[config.mk]
export PLATFORM = sky130hd
export DESIGN_NAME = div_flat
export DESIGN_NICKNAME = d
export VERILOG_FILES = /design/src/rtl/div_defs.sv /design/src/rtl/div_if.sv /design/src/rtl/div_step.sv /design/src/rtl/div.sv /design/src/flat_wrapper.sv
export SDC_FILE = /design/constraint.sdc
export NUM_CORES = 1
export LEC_CHECK = 0
export ABC_CLOCK_PERIOD_IN_PS = 2100
export CORE_ASPECT_RATIO = 0.75
export CORE_MARGIN = 4
export CORE_UTILIZATION = 47
export DETAILED_ROUTE_END_ITERATION = 10
export MAX_ROUTING_LAYER = met4
export PLACE_DENSITY = 0.79
export SLEW_MARGIN = 20
export SYNTH_ARGS = -nofsm -noshare
export SYNTH_HDL_FRONTEND = slang
export SYNTH_SLANG_ARGS = --single-unit
[constraint.sdc]
create_clock -name clk -period 2.1 [get_ports clk]
set_clock_uncertainty 0.05 [all_clocks]
set_input_delay 0.42 -clock clk [delete_from_list [all_inputs] [get_ports clk]]
set_output_delay 0.42 -clock clk [all_outputs]
set_load 0.01 [all_outputs]
[src/rtl/div_defs.sv]
// Shared definitions for the restoring divider: default width, FSM encoding
// and the step-counter width helper.
package div_defs;

    localparam int N_DEF = 4;

    typedef enum logic [1:0] {
        S_IDLE = 2'd0,
        S_LOAD = 2'd1,
        S_RUN  = 2'd2,
        S_DONE = 2'd3
    } state_t;

    // Wide enough to hold the final count of 2N steps.
    function automatic int cnt_w(input int n);
        return $clog2(2 * n) + 1;
    endfunction

endpackage

[src/rtl/div_if.sv]
// Operand/result bundle of the divider; the requester drives ld/a/b and
// observes the result registers and status flags.
interface div_if #(
    parameter int N = div_defs::N_DEF
);
    logic             ld;
    logic [2*N-1:0]   a;
    logic [N-1:0]     b;
    logic [2*N-1:0]   rq;
    logic [N-1:0]     rr;
    logic [N-1:0]     rb;
    logic             busy;
    logic             done;
    logic             dz;

    modport master (output ld, a, b, input rq, rr, rb, busy, done, dz);
    modport slave  (input ld, a, b, output rq, rr, rb, busy, done, dz);
endinterface

[src/rtl/div_step.sv]
// One restoring-division bit: trial subtract of the divisor from the
// (N+1)-bit value {rr, next dividend bit}, restoring when it would go negative.
module div_step #(
    parameter int N = div_defs::N_DEF
) (
    input  logic [N-1:0] rr_i,
    input  logic         msb_i,
    input  logic [N-1:0] rb_i,
    output logic [N-1:0] rr_o,
    output logic         q_o
);
    logic [N:0] t;
    logic [N:0] diff;

    always_comb begin
        t    = {rr_i, msb_i};
        diff = t - {1'b0, rb_i};
        q_o  = (t >= {1'b0, rb_i});
        rr_o = q_o ? diff[N-1:0] : t[N-1:0];
    end
endmodule

[src/rtl/div.sv]
// Sequential restoring divider: 2N-bit dividend by N-bit divisor, one
// quotient bit per clock, with divide-by-zero short-circuit to DONE.
module div
    import div_defs::*;
#(
    parameter int N = N_DEF
) (
    input  logic   clk,
    input  logic   rst,
    div_if.slave   bus
);
    localparam int CW = cnt_w(N);

    state_t          state_q, state_d;
    logic [2*N-1:0]  rq_q, rq_d;
    logic [N-1:0]    rr_q, rr_d;
    logic [N-1:0]    rb_q, rb_d;
    logic [CW-1:0]   cnt_q, cnt_d;
    logic            dz_q, dz_d;

    logic [N-1:0]    step_rr;
    logic            step_q;

    div_step #(.N(N)) u_step (
        .rr_i  (rr_q),
        .msb_i (rq_q[2*N-1]),
        .rb_i  (rb_q),
        .rr_o  (step_rr),
        .q_o   (step_q)
    );

    always_ff @(posedge clk or negedge rst) begin
        if (!rst) begin
            state_q <= S_IDLE;
            rq_q    <= '0;
            rr_q    <= '0;
            rb_q    <= '0;
            cnt_q   <= '0;
            dz_q    <= 1'b0;
        end else begin
            state_q <= state_d;
            rq_q    <= rq_d;
            rr_q    <= rr_d;
            rb_q    <= rb_d;
            cnt_q   <= cnt_d;
            dz_q    <= dz_d;
        end
    end

    always_comb begin
        state_d = state_q;
        rq_d    = rq_q;
        rr_d    = rr_q;
        rb_d    = rb_q;
        cnt_d   = cnt_q;
        dz_d    = dz_q;
        // ld overrides every state, including an in-flight RUN.
        if (bus.ld) begin
            state_d = S_LOAD;
            rq_d    = bus.a;
            rr_d    = '0;
            rb_d    = bus.b;
            cnt_d   = '0;
            dz_d    = 1'b0;
        end else begin
            unique case (state_q)
                S_LOAD: begin
                    if (rb_q != '0) begin
                        state_d = S_RUN;
                    end else begin
                        state_d = S_DONE;
                        dz_d    = 1'b1;
                        rq_d    = '1;
                        rr_d    = '0;
                    end
                end
                S_RUN: begin
                    rr_d  = step_rr;
                    rq_d  = {rq_q[2*N-2:0], step_q};
                    cnt_d = cnt_q + 1'b1;
                    if (cnt_q == CW'(2 * N - 1)) state_d = S_DONE;
                end
                default: ;
            endcase
        end
    end

    assign bus.rq   = rq_q;
    assign bus.rr   = rr_q;
    assign bus.rb   = rb_q;
    assign bus.dz   = dz_q;
    assign bus.busy = (state_q == S_RUN);
    assign bus.done = (state_q == S_DONE);
endmodule

[src/flat_wrapper.sv]
// flat-port wrapper written by rule: the top's interface ports become plain ports
module div_flat import div_defs::*;
#(
    parameter int N = N_DEF
)
  (clk, rst, bus_ld, bus_a, bus_b, bus_rq, bus_rr, bus_rb, bus_busy, bus_done, bus_dz);
  div_if #(.N(N)) bus_i ();
  input  logic clk;
  input  logic rst;
  input wire logic [$bits(bus_i.ld)-1:0] bus_ld;
  input wire logic [$bits(bus_i.a)-1:0] bus_a;
  input wire logic [$bits(bus_i.b)-1:0] bus_b;
  output wire logic [$bits(bus_i.rq)-1:0] bus_rq;
  output wire logic [$bits(bus_i.rr)-1:0] bus_rr;
  output wire logic [$bits(bus_i.rb)-1:0] bus_rb;
  output wire logic [$bits(bus_i.busy)-1:0] bus_busy;
  output wire logic [$bits(bus_i.done)-1:0] bus_done;
  output wire logic [$bits(bus_i.dz)-1:0] bus_dz;
  assign bus_i.ld = bus_ld;
  assign bus_i.a = bus_a;
  assign bus_i.b = bus_b;
  assign bus_rq = bus_i.rq;
  assign bus_rr = bus_i.rr;
  assign bus_rb = bus_i.rb;
  assign bus_busy = bus_i.busy;
  assign bus_done = bus_i.done;
  assign bus_dz = bus_i.dz;
  div #(.N(N)) u_core (.clk(clk), .rst(rst), .bus(bus_i));
endmodule
Word-level counts from Yosys, hierarchy flattened
Index checks and enable logic that the tools add are counted.

Add/sub/neg operators: 2. Magnitude comparators: 1. Eq/ne operators: 7. Mux-type cells: 16. Reductions and logical operators: 7.

Operator list (count): 4-bit two-way mux (5); 8-bit two-way mux (2); 8-bit one-hot mux with 2 select lines (1); 4-bit one-hot mux with 2 select lines (1); 2-bit AND reduction (3); 5-bit by 4-bit >= comparator with 1-bit output (1); 4-bit by 1-bit adder with 4-bit output (second input constant) (1); 2-bit equality test (second input constant) (2); 4-bit by 3-bit equality test with 1-bit output (second input constant) (1); 1-bit two-way mux (4); 2-bit two-way mux (2); 2-bit one-hot mux with 2 select lines (1); 2-bit nonzero test (2); 4-bit nonzero test (1); 4-bit subtractor (1); 3-bit by 2-bit inequality test with 1-bit output (second input constant) (1); 3-bit inequality test (second input constant) (1); 3-bit nonzero test (1); 2-bit by 1-bit equality test with 1-bit output (second input constant) (1); 2-bit inequality test (second input constant) (1).

Bits in registers: 23. Output and inout port bits: 19. Logic and storage cells: 39.

Longest topological paths before layout
Depth after elaboration: 4. Depth in mapped cells: 6. Mapped depth without buffers: 6.

Hierarchy
Synthesis repeated with hierarchy kept, for this count alone.

Cell total of the unflattened synthesis: 133. Area, all modules: 1323.8 µm².

By module, submodules not included: div (instances 1, cells an instance 105, area each 1099.8 µm², seq. area each 575.6 µm²); div_step (instances 1, cells an instance 28, area each 224.0 µm², seq. area each 0.0 µm²).

Worst setup path before layout
No wires, ideal clock.

Path type: reg-to-reg. Start: register u_core.rb_q[2] (netlist: u_core.bus.rb[2]). End: register u_core.rr_q[0] (netlist: u_core.bus.rr[0]). Setup time: 0.065 ns. Arrival time: 1.714 ns. Slack: 0.271 ns. Cell stages (with the launch flop): 7. Clock period less this slack: 1.829 ns. Cell sequence: dfrtp_1 -> inv_1 -> ha_1 -> or2_1 -> a211o_1 -> a211oi_1 -> a211o_1.

Word-level cells in the longest chain between the ends: 4.

RTL lines: start: declaration (RTL line div.sv:17) `logic [N-1:0] rb_q, rb_d;`; start signal: assignment (RTL line div.sv:44) `rb_q <= rb_d;`; 5-bit by 4-bit >= comparator with 1-bit output (RTL line div_step.sv:18) `q_o = (t >= {1'b0, rb_i});`; 4-bit two-way mux (RTL line div_step.sv:19) `rr_o = q_o ? diff[N-1:0] : t[N-1:0];`; 4-bit one-hot mux with 2 select lines (RTL line div.sv:66) `unique case (state_q)`; 4-bit two-way mux (RTL line div.sv:58) `if (bus.ld) begin`; end signal: assignment (RTL line div.sv:43) `rr_q <= rr_d;`; end: declaration (RTL line div.sv:16) `logic [N-1:0] rr_q, rr_d;`.

Parallel ways exist; a longest one is shown, timed or not. A chain may end at the register's enable or synchronous reset.

Worst setup path in the final report
Start: register u_core.state_q[0]. End: output bus_busy.

Word-level cells in the longest chain between the ends: 1.

RTL lines: start: declaration (RTL line div.sv:14) `state_t state_q, state_d;`; start signal: assignment (RTL line div.sv:41) `state_q <= state_d;`; 2-bit equality test (RTL line div.sv:92) `assign bus.busy = (state_q == S_RUN);`; end: declaration (RTL line flat_wrapper.sv:16) `output wire logic [$bits(bus_i.busy)-1:0] bus_busy;`.

Every way passes these cells.

==> results.ini <==
[global_route]
grt_pass1_wl_um = 5216
antenna_found_initial = 0
gr-total-overflow = 0
grt_pass1_vias = 1103
grt_max_degree = 24
track_usage = 0.2076

[routing]
drt_iter0_drc = 22
vias = 1086
routed_wl_um = 2981
drtAntennaViolNets = 0
route.detailed.drc = 0
vias_per_cell = 5.513
post_drt_wl_per_cell_um = 15.13
firstDrtPassIters = 6

[min_path]
hp-class = input pin to async pin

[critical_path]
rr_worst_depth = 6
path_cells = nand2b_1 -> clkinv_1 -> clkdlybuf4s50_1
arrival_ns = 1.51
critPathKind = flop to output port
crit_path_start_kind = flop
required_ns = 1.63
max_stage_delay_ns = 0.53
crit_path_max_fanout = 4
slowest_stage = clkdlybuf4s50_1
critical_path.endpoint_type = output port

[die]
die_area_um2 = 3461
num_rows = 15
start_util = 0.5081
die_w_um = 66.62
chipHeight_um = 51.96
core_area_um2 = 2384
io_pins = 34

[timing]
slew_viol_final = 0
fin_tns_setup_ns = 0
finalCritPeriodShare = 0.9442
max_freq_ghz = 0.5043
min_period_ns = 1.983
finalSetupViolCount = 0
rsz0062_at_grt = false
worst_pin_slew_ns = 0.5333
max-slew-margin-rel = 0.6407
finalHoldViolations = 0

[power_and_ir_drop]
peakVddDrop_mv = 0.4429
leakagePower_nw = 0.7159
totalPowerFinal_mw = 1.041
p_per_area_nw_per_um2 = 639.7

[cells_and_area]
fin_nets = 185
drive_gt1_frac = 0.09202
num_antenna_cells = 0
final_area_um2 = 1627
areaGrowthSynthToFinish_pct = 34.30

[clocking]
clkTransAtPathRegs_ns = 0.14
clockRootBuffer = clkbuf_4
cts.hold.buffers_added = 0
cts_num_sinks = 23
cts_tree = yes
htree_num_levels = 1
numCtsBuffers = 3
ctsResizeCount = 0
post_cts_buffers = 0
insertion_delay_ns = 0.33
clockBufferDepth = 2

[status]
outcome = finished, final reports clean

[yosys]
synth_nets = 147
yosys_warnings = 0
syn-cell-area_um2 = 1211
synthCells = 126
synth_area_per_cell_um2 = 9.612
ys_seq_area_frac = 0.4752
ys_types = 32
synth-seq-cells = 23

[placement]
io_buffers = 33
place_area_um2 = 1599
hpwl_um = 2328
routabilityCongestion = 0.9591

[flow_run]
max_cap_violations = 0

cells in the mapped netlist, drive strengths merged:
master / n / area [µm²]
dfrtp: 23 / 575.6
nand2: 18 / 67.56
o21ai: 13 / 65.06
inv: 7 / 26.28
o22ai: 7 / 43.79
a211oi: 6 / 50.05
nor2: 6 / 22.52
ha: 5 / 62.56
a211o: 4 / 35.03
a21oi: 4 / 20.02
clkbuf: 4 / 15.01
nor4: 4 / 31.28
a21o: 2 / 17.52
nand2b: 2 / 12.51
nand4: 2 / 12.51
nor2b: 2 / 12.51
o31ai: 2 / 15.01
xnor2: 2 / 17.52
xor2: 2 / 17.52
and2: 1 / 6.260
and3b: 1 / 10.01
buf: 1 / 7.510
clkinv: 1 / 3.750
fa: 1 / 20.02
mux2: 1 / 11.26
nand3: 1 / 5.000
o211ai: 1 / 7.510
o21a: 1 / 7.510
or2: 1 / 6.260
or3: 1 / 6.260
metal layers:
layer	GRT usage	up-vias	wire (µm)
met5	-	-	0
met2	0.3405	34	1478
li1	-	523	-
met3	0.05400	4	146
met1	0.2538	525	1322
met4	0.06081	0	32
final cells by class:
class	count	area, µm²
clock buffers	3	22.52
clock inverters	1	5.005
fillers	205	757.0
inverters	8	30.03
multi-input cells	90	583.1
flip-flops and latches	23	575.6
well taps	34	42.54
repair buffers	38	367.9
critical path: cells and delay by family (launching register included):
kind | cells | cell delay, ns
AND/OR/NAND/NOR | 1 | 0.17
buffers and inverters | 2 | 0.59
flip-flops | 1 | 0.43
sequential cells by signal (all words and copies together), names as in the netlist:
name            flops
u_core.bus.rq       8
u_core.bus.rb       4
u_core.bus.rr       4
u_core.cnt_q        4
u_core.state_q      2
u_core.bus.dz       1
stage by stage:
step	setup slack, ns	hold slack, ns	cells	util
CTS	0.1027	0.3748	197	0.6824
floorplan	0.2712	0.07441	126	-
global placement	0.2332	0.4424	193	0.6709
finish	0.1171	0.3704	197	0.6824
global route	0.006178	0.3801	197	0.6824
detailed placement	0.1880	0.4741	193	0.6709
final timing paths:
check / slack, ns / to / from
max: 0.12 / bus_busy / u_core.state_q[0]
min reg2reg: 0.48 / u_core.bus.dz / u_core.bus.dz
min in group clk: 0.48 / u_core.bus.dz / u_core.bus.dz
max reg2reg: 0.17 / u_core.bus.rr[0] / u_core.bus.rb[2]
max in group asynchronous: 1.39 / u_core.bus.rq[7] / rst
min: 0.37 / u_core.bus.rr[0] / rst
logic make-up (layout without fill, tap and decap cells):
group / after synthesis / in the layout / share of synthesized area
xor gates and xnor gates: 4 / 4 / 0.02893
AOI/OAI and AO/OA: 40 / 40 / 0.2159
DFF: 23 / 23 / 0.4752
and+or+nand+nor: 39 / 39 / 0.1591
muxes: 1 / 1 / 0.009297
buffers and inverters: 13 / 50 / 0.04339
adders and majority gates: 6 / 6 / 0.06818
power breakdown:
group	internal, mW	switching (mW)
registers	0.479	0.0373
logic	0.160	0.152
clock network	0.0715	0.141
layout by cell type, fill, tap and decap left out, types with 2 or more instances in the layout:
cell / instances
o22ai_1: 7
dfrtp_1: 23
a211oi_1: 5
clkbuf_4: 3
inv_1: 7
nor2_1: 6
nand4_1: 2
a211o_1: 4
nand2b_1: 2
nor2b_1: 2
xnor2_1: 2
o21ai_0: 13
a21oi_1: 4
nor4_1: 3
ha_1: 5
nand2_1: 18
clkdlybuf4s50_1: 33
xor2_1: 2
buf_4: 5
a21o_2: 2
o31ai_1: 2
(Power assumes the default switching activity.)
